[src/rtl/mult_arb_pkg.sv]
// Shared constants for the shared-multiplier arbiter: default width, channel ids
// and the arbiter history reset value.
package mult_arb_pkg;
  localparam int   WIDTH_DEF     = 8;
  localparam logic CH0           = 1'b0;
  localparam logic CH1           = 1'b1;
  // Reset history points at channel 1 so channel 0 wins the first contest.
  localparam logic LAST_GNT_RST  = CH1;
endpackage

[src/rtl/rr_arb2.sv]
// Two-way round-robin arbiter, purely combinational; the grant history
// register lives in the instantiating block.
module rr_arb2
  import mult_arb_pkg::*;
(
  input  logic [1:0] req,
  input  logic       last_grant,
  output logic       grant
);
  always_comb begin
    grant = CH0;
    unique case (req)
      2'b01:   grant = CH0;
      2'b10:   grant = CH1;
      2'b11:   grant = ~last_grant;
      default: grant = CH0;
    endcase
  end
endmodule

[src/rtl/mult_share_arb.sv]
// Two requesters sharing one WIDTH x WIDTH multiplier behind a round-robin arbiter
// and a two-stage pipeline. Define MULT_ARB_ISO_EN to zero the multiplier inputs
// whenever stage 1 is empty.
module mult_share_arb
  import mult_arb_pkg::*;
#(
  parameter int WIDTH = WIDTH_DEF
) (
  input  logic               clk,
  input  logic               rst,
  input  logic               req0_valid,
  output logic               req0_ready,
  input  logic [WIDTH-1:0]   req0_a,
  input  logic [WIDTH-1:0]   req0_b,
  input  logic               req1_valid,
  output logic               req1_ready,
  input  logic [WIDTH-1:0]   req1_a,
  input  logic [WIDTH-1:0]   req1_b,
  output logic               res_valid,
  input  logic               res_ready,
  output logic [2*WIDTH-1:0] res_data,
  output logic               res_id,
  output logic               busy
);
  localparam int NUM_CH = 2;

  logic [NUM_CH-1:0][WIDTH-1:0] op_a_q, op_b_q;
  logic [NUM_CH-1:0][WIDTH-1:0] in_a, in_b;
  logic [NUM_CH-1:0]            vld, acc;
  logic                         s1_valid_q, s1_id_q, last_grant_q;
  logic                         res_valid_q, res_id_q;
  logic [2*WIDTH-1:0]           res_data_q, product;
  logic [WIDTH-1:0]             mul_a, mul_b;
  logic                         grant, s2_load, s1_free;

  assign vld  = {req1_valid, req0_valid};
  assign in_a = {req1_a, req0_a};
  assign in_b = {req1_b, req0_b};

  rr_arb2 u_arb (
    .req        (vld),
    .last_grant (last_grant_q),
    .grant      (grant)
  );

  assign s2_load = ~res_valid_q | res_ready;
  assign s1_free = ~s1_valid_q | s2_load;

  for (genvar c = 0; c < NUM_CH; c++) begin : g_rdy
    assign acc[c] = s1_free & vld[c] & (grant == c[0]);
  end

  assign req0_ready = acc[0];
  assign req1_ready = acc[1];

  // Operand registers load only on their own channel's accept.
  always_ff @(posedge clk or negedge rst) begin
    if (!rst) begin
      op_a_q <= '0;
      op_b_q <= '0;
    end else begin
      for (int c = 0; c < NUM_CH; c++) begin
        if (acc[c]) begin
          op_a_q[c] <= in_a[c];
          op_b_q[c] <= in_b[c];
        end
      end
    end
  end

  always_ff @(posedge clk or negedge rst) begin
    if (!rst) begin
      s1_valid_q   <= 1'b0;
      s1_id_q      <= CH0;
      last_grant_q <= LAST_GNT_RST;
    end else if (s1_free) begin
      s1_valid_q <= |acc;
      if (|acc) begin
        s1_id_q      <= acc[1];
        last_grant_q <= acc[1];
      end
    end
  end

`ifdef MULT_ARB_ISO_EN
  assign mul_a = s1_valid_q ? op_a_q[s1_id_q] : '0;
  assign mul_b = s1_valid_q ? op_b_q[s1_id_q] : '0;
`else
  assign mul_a = op_a_q[s1_id_q];
  assign mul_b = op_b_q[s1_id_q];
`endif

  assign product = {{WIDTH{1'b0}}, mul_a} * {{WIDTH{1'b0}}, mul_b};

  always_ff @(posedge clk or negedge rst) begin
    if (!rst) begin
      res_valid_q <= 1'b0;
      res_data_q  <= '0;
      res_id_q    <= CH0;
    end else if (s2_load) begin
      res_valid_q <= s1_valid_q;
      if (s1_valid_q) begin
        res_data_q <= product;
        res_id_q   <= s1_id_q;
      end
    end
  end

  assign res_valid = res_valid_q;
  assign res_data  = res_data_q;
  assign res_id    = res_id_q;
  assign busy      = s1_valid_q | res_valid_q;
endmodule

[config.mk]
export PLATFORM = sky130hd
export DESIGN_NAME = mult_share_arb
export DESIGN_NICKNAME = d
export VERILOG_FILES = /design/src/rtl/mult_arb_pkg.sv /design/src/rtl/rr_arb2.sv /design/src/rtl/mult_share_arb.sv
export SDC_FILE = /design/constraint.sdc
export NUM_CORES = 1
export LEC_CHECK = 0
export ABC_AREA = 1
export CORE_UTILIZATION = 55
export CTS_CLUSTER_DIAMETER = 60
export DETAILED_ROUTE_END_ITERATION = 6
export GPL_TIMING_DRIVEN = 0
export PLACE_DENSITY = 0.79
export SYNTH_ARGS = -nofsm -noshare
export SYNTH_HDL_FRONTEND = slang
export SYNTH_HIERARCHICAL = 1
export SYNTH_SLANG_ARGS = --single-unit
[constraint.sdc]
create_clock -name clk -period 6.7 [get_ports clk]
set_clock_uncertainty 0.05 [all_clocks]
set_input_delay 1.34 -clock clk [delete_from_list [all_inputs] [get_ports clk]]
set_output_delay 1.34 -clock clk [all_outputs]
set_load 0.005 [all_outputs]
==> impl_metrics.toml, run 1 <==
[outcome]
status = "completed"

[global_route]
antenna_found_initial = 0
track_usage_pct = 24.6
grt_first_pass_wirelength_um = 16900
grt_max_degree = 42
gr-total-overflow = 0
grt_pass1_vias = 3762

[final_layout]
area_delta_synth_final_pct = 17.9
diodes = 0
nets = 748
final_cell_area_um2 = 5380
layout-drive-gt1-share_pct = 9.38

[clock_network]
clockBufferDepth = 2
insertion_delay_ps = 320
cts_hold_buf = 0
post_cts_buffers = 0
clkSinkCount = 53
cts-resized-gates = 0
ctsHtreeMaxLevel = 2
clk_pin_slew_ps = 120
numCtsBuffers = 5
root_buffer = "clkbuf_8"
cts_tree = "done"

[place]
dpl_cell_area_um2 = 5280
gp_congestion = 0.884
port_buffers = 57
place_hpwl_um = 7900

[routing]
wl_um = 9620
drt_pre_antenna_iters = 7
ant_nets = 0
drcViolationCount = 0
drt_iter0_drc = 214
via_per_inst = 5.06
dr_total_vias = 3752
wl_per_cell_um = 13.0

[logic_synthesis]
ys_seq_elements = 53
synth_fp_nets = 683
synth_area_um2 = 4560
synthDistinctLibCells = 33
ys_seq_area_share_pct = 29.1
yosysWarnings = 6
synthCells = 574
avgSynthCellArea_um2 = 7.95

[sta]
finalCriticalPeriod_ps = 4680
setup_tns_ps = 0
finalSetupViolCount = 0
worst_slew_pin_slew_ps = 832
slew_headroom_pct = 42.9
rsz0062_at_grt = "no"
min_period_over_period_pct = 69.8
fmax_mhz = 214
slew_viol_final = 0
fin_worst_hold_slack_ps = 436
hold_violations = 0

[worst_setup_path]
arrival_ps = 4850
critPathRequiredTime_ps = 6870
path_class = "register to register"
reg2reg_from = "s1_id_q"
critPathMaxFanout = 10
critPathCaptureType = "register"
crit_path_start_kind = "register"
startpoint = "s1_id_q"
reg2reg_slack_ps = 2020
worstRegToRegCells = 24
endpoint = "res_data[15]"
rr_endpoint = "res_data[15]"

[flow_run]
cap_violations = 0

[floorplan]
die_area_um2 = 8660
num_rows = 32
chipWidth_um = 93.1
coreArea_um2 = 7890
dieHeight_um = 93.1
io_pins = 58
initial_core_util_pct = 57.8

[worst_hold_path]
hold_path.class = "register to register"
[layer usage]
layer	up-vias	GRT usage [%]	routed length [um]
met1	1759	31.5	4300
met4	0	7.44	136
met3	16	2.68	340
met5	-	0	0
met2	116	43.7	4850
li1	1861	-	-
[cell type report]
class                           instances  area [um2]
Multi-Input combinational cell        411        2760
Fill cell                             660        2510
Sequential cell                        53        1330
Timing Repair Buffer                   58         586
Inverter                              100         395
Tap cell                              102         128
Buffer                                 10        81.3
Clock buffer                            5        68.8
Clock inverter                          3        33.8
[state kept, by name (all words and copies together) (netlist names)]
register      cells
op_b_q           16
res_id            1
last_grant_q      1
res_valid         1
op_a_q           16
s1_valid_q        1
s1_id_q           1
res_data         16
[how the worst min path moves through the flow]
stage,from,to,cells after the start
6_report,last_grant_q,last_grant_q,2
5_1_grt,last_grant_q,last_grant_q,2
4_1_cts,last_grant_q,last_grant_q,2
3_5_place_dp,op_b_q[13],op_b_q[13],2
3_3_place_gp,op_b_q[15],op_b_q[15],2
2_1_floorplan,op_a_q[12],op_a_q[12],2
[metrics by stage]
stage | instances | worst slack [ps] | utilization, %
CTS | 742 | 2000 | 68.2
floorplan | 574 | 2360 | -
global placement | 733 | 2070 | 66.7
detailed placement | 734 | 2020 | 66.9
finish | 742 | 2020 | 68.2
global route | 742 | 1700 | 68.2
[cells in the final DEF (no fill, tap or decap), types with 4 or more instances in the layout]
cell / netlist / final
a21oi_1: 5 / 5
buf_2: 4 / 5
clkbuf_8: 0 / 5
clkdlybuf4s50_1: 0 / 56
dfrtp_1: 52 / 52
fa_1: 36 / 36
ha_1: 36 / 36
inv_1: 88 / 88
inv_2: 5 / 5
inv_4: 6 / 6
nand2_1: 204 / 204
nand3_1: 18 / 18
nand4_1: 4 / 4
nor2_1: 55 / 55
o21ai_0: 8 / 8
o21ai_2: 4 / 4
o21ai_4: 9 / 9
or2_1: 5 / 5
or2_4: 8 / 8
[cells in the mapped netlist (all sizes together)]
cell type    n  area [um2]
a21oi        6        33.8
buf          9        77.6
clkbuf       1        3.75
dfrtp       52        1300
dfstp        1        26.3
fa          36         721
ha          36         450
inv        100         395
mux2i        3        33.8
nand2      206         778
nand3       18        90.1
nand3b       1        7.51
nand4        4        25.0
nor2        55         206
nor3         2        10.0
o21ai       21         221
o31ai        1        7.51
or2         16         120
xnor2        3        26.3
xor2         3        26.3
[cells by family (layout without fill, tap and decap cells)]
kind of cell / count (synthesis) / count (layout) / synth area share, %
compound gates: 28 / 28 / 5.76
xor+xnor: 6 / 6 / 1.15
fa+ha+maj: 72 / 72 / 25.7
buf+inv: 110 / 176 / 10.4
flops: 53 / 53 / 29.1
mux: 3 / 3 / 0.740
simple gates: 302 / 302 / 27.1
[worst max-delay path: stages (launching register included)]
cell and delay (ps):
dfrtp_1 360, buf_6 170, inv_6 50, buf_6 140, or2_4 230, o21ai_4 130
nor2_1 120, fa_1 540, inv_1 50, fa_1 480, inv_1 60, fa_1 520
inv_1 50, fa_1 520, inv_1 40, ha_1 350, nand2_1 110, inv_1 90
nand2_1 90, nor2_1 110, nand2_1 70, nand3_1 80, nand2_1 50, nand3_1 60
nand2_1 50
Power of run 1 is not shown: default switching activity piles up to over one toggle a cycle in this logic, so the estimate is an artifact.
==> inputs of run 2 (changes only) <==
--- a/config.mk
+++ b/config.mk
@@ -6,11 +6,11 @@
 export NUM_CORES = 1
 export LEC_CHECK = 0
 export ABC_AREA = 1
-export CORE_UTILIZATION = 55
+export CORE_UTILIZATION = 51
 export CTS_CLUSTER_DIAMETER = 60
 export DETAILED_ROUTE_END_ITERATION = 6
 export GPL_TIMING_DRIVEN = 0
-export PLACE_DENSITY = 0.79
+export PLACE_DENSITY = 0.77
 export SYNTH_ARGS = -nofsm -noshare
 export SYNTH_HDL_FRONTEND = slang
 export SYNTH_HIERARCHICAL = 1
==> constraint.sdc (replaced) <==
create_clock -name clk -period 4.1 [get_ports clk]
set_clock_uncertainty 0.05 [all_clocks]
set_input_delay 0.82 -clock clk [delete_from_list [all_inputs] [get_ports clk]]
set_output_delay 0.82 -clock clk [all_outputs]
set_load 0.005 [all_outputs]
==> impl_metrics.toml, run 2 (synthesized netlist as in run 1, its figures left out) <==
[global_route]
gr-total-overflow = 0
antenna_found_initial = 0
track_usage_pct = 26.5
grt_pass1_vias = 4130
grt_first_pass_wirelength_um = 18800
grt_max_degree = 42

[routing]
drcViolationCount = 0
drt_pre_antenna_iters = 4
ant_nets = 0
wl_um = 11700
wl_per_cell_um = 14.8
drt_iter0_drc = 208
dr_total_vias = 4053
via_per_inst = 5.12

[outcome]
status = "finished with violations"
violations = "negative setup slack"

[floorplan]
num_rows = 34
coreArea_um2 = 8680
dieHeight_um = 96.6
io_pins = 58
die_area_um2 = 9330
chipWidth_um = 96.6
initial_core_util_pct = 52.6

[clock_network]
clkSinkCount = 53
numCtsBuffers = 5
cts_tree = "done"
insertion_delay_ps = 320
clk_pin_slew_ps = 100
root_buffer = "clkbuf_8"
clockBufferDepth = 2
ctsHtreeMaxLevel = 2

[final_layout]
diodes = 0
nFillCells = 635
mostFrequentLayoutCells = "183 x nand2_1, 79 x inv_1, 56 x clkdlybuf4s50_1"
layout_commonest_cell = "nand2_1"
layout.cells.non_filler = 792
nets = 792
layout-drive-gt1-share_pct = 25.0
area_delta_synth_final_pct = 34.9
finish.utilization_pct = 70.9

[worst_setup_path]
critPathRequiredTime_ps = 4260
cp_cell_sequence = "buf_6 > buf_6 > buf_12 > o21ai_4 > buf_6 > nor2_2 > fa_1 > inv_1 > fa_1 > inv_1 > fa_1 > inv_1 > fa_1 > inv_2 > ha_4 > nand2_2 > nand2_2 > inv_1 > nand2_1 > nand2_1 > nand3_1 > nand2_1 > nand3_2 > nand2_1"
crit_path_start_kind = "register"
startpoint = "s1_id_q"
reg2reg_slack_ps = -390
rr_endpoint = "res_data[12]"
slowest_stage = "fa_1"
worstRegToRegCells = 24
slowest_delay_ps = 500
arrival_ps = 4650
reg2reg_from = "s1_id_q"
path_class = "register to register"
critPathMaxFanout = 5
critPathCaptureType = "register"

[place]
port_buffers = 57
place_hpwl_um = 7920
gp_congestion = 0.884
place_ws_ps = -431
placedCellCount = 740

[sta]
slew_headroom_pct = 64.0
finalSetupViolCount = 10
finalCriticalPeriod_ps = 4490
setup_tns_ps = -2930
worst_slew_pin_slew_ps = 530
slew_viol_final = 0
min_period_over_period_pct = 110
rsz0062_at_grt = "yes"
hold_violations = 0
fmax_mhz = 223
setup_slack_ps = -391

[worst_hold_path]
hold_path.class = "primary input to asynchronous set/reset pin"

[flow_run]
cap_violations = 0
==> run 2: changes by cell type in the layout (fill, tap and decap cells not counted), sizes merged <==
cell and change:
clkinvlp +2, clkbuf +1, clkinv -3, buf +44
==> run 2: final cells by class <==
class | count | area, um2 | area share, %
clock inverters | 2 | 15.0 | 0.244
multi-input cells | 411 | 3120 | 50.7
clock buffers | 6 | 72.6 | 1.18
repair buffers | 102 | 998 | 16.2
plain buffers | 10 | 85.1 | 1.38
inverters | 100 | 400 | 6.50
well taps | 108 | 135 | 2.20
flip-flops and latches | 53 | 1330 | 21.6
==> run 2: layer usage <==
metal	GRT usage (%)	part of all wire, %
met1	33.2	41
met2	47.0	52
met3	3.60	4.2
met4	8.70	2.7
met5	0	0
==> run 2: worst max path at each step <==
stage                   end  slack (ps)  cells after the start
2_1_floorplan  res_data[10]         -30                     24
3_3_place_gp   res_data[15]        -400                     19
4_1_cts        res_data[10]        -310                     25
6_report       res_data[12]        -390                     24
5_1_grt        res_data[12]        -590                     24
3_5_place_dp   res_data[15]        -430                     19
==> run 2: metrics by stage <==
step / area [um2] / hold WS, ps
detailed placement: 5360 / 415
finish: 6160 / 339
global placement: 5350 / 411
CTS: 5900 / 341
global route: 6160 / 345
floorplan: 4640 / 391
==> run 2: critical path: cells and delay by family (launching register included) <==
kind / cells / cell delay [ps]
AO/OA/AOI/OAI: 1 / 220
adder cells (fa/ha/maj): 5 / 2280
buffers and inverters: 9 / 830
flip-flops: 1 / 390
AND/OR/NAND/NOR: 9 / 590
==> run 2: repair_timing <==
action,CTS,global route
hold buffers,0,0
gates cloned,2,0
endpoints found under the hold margin,0,0
pin swaps,19,32
setup endpoints to repair,10,10
setup buffers,31,11
gates resized for setup,40,48
Power of run 2 is left out for the same reason.
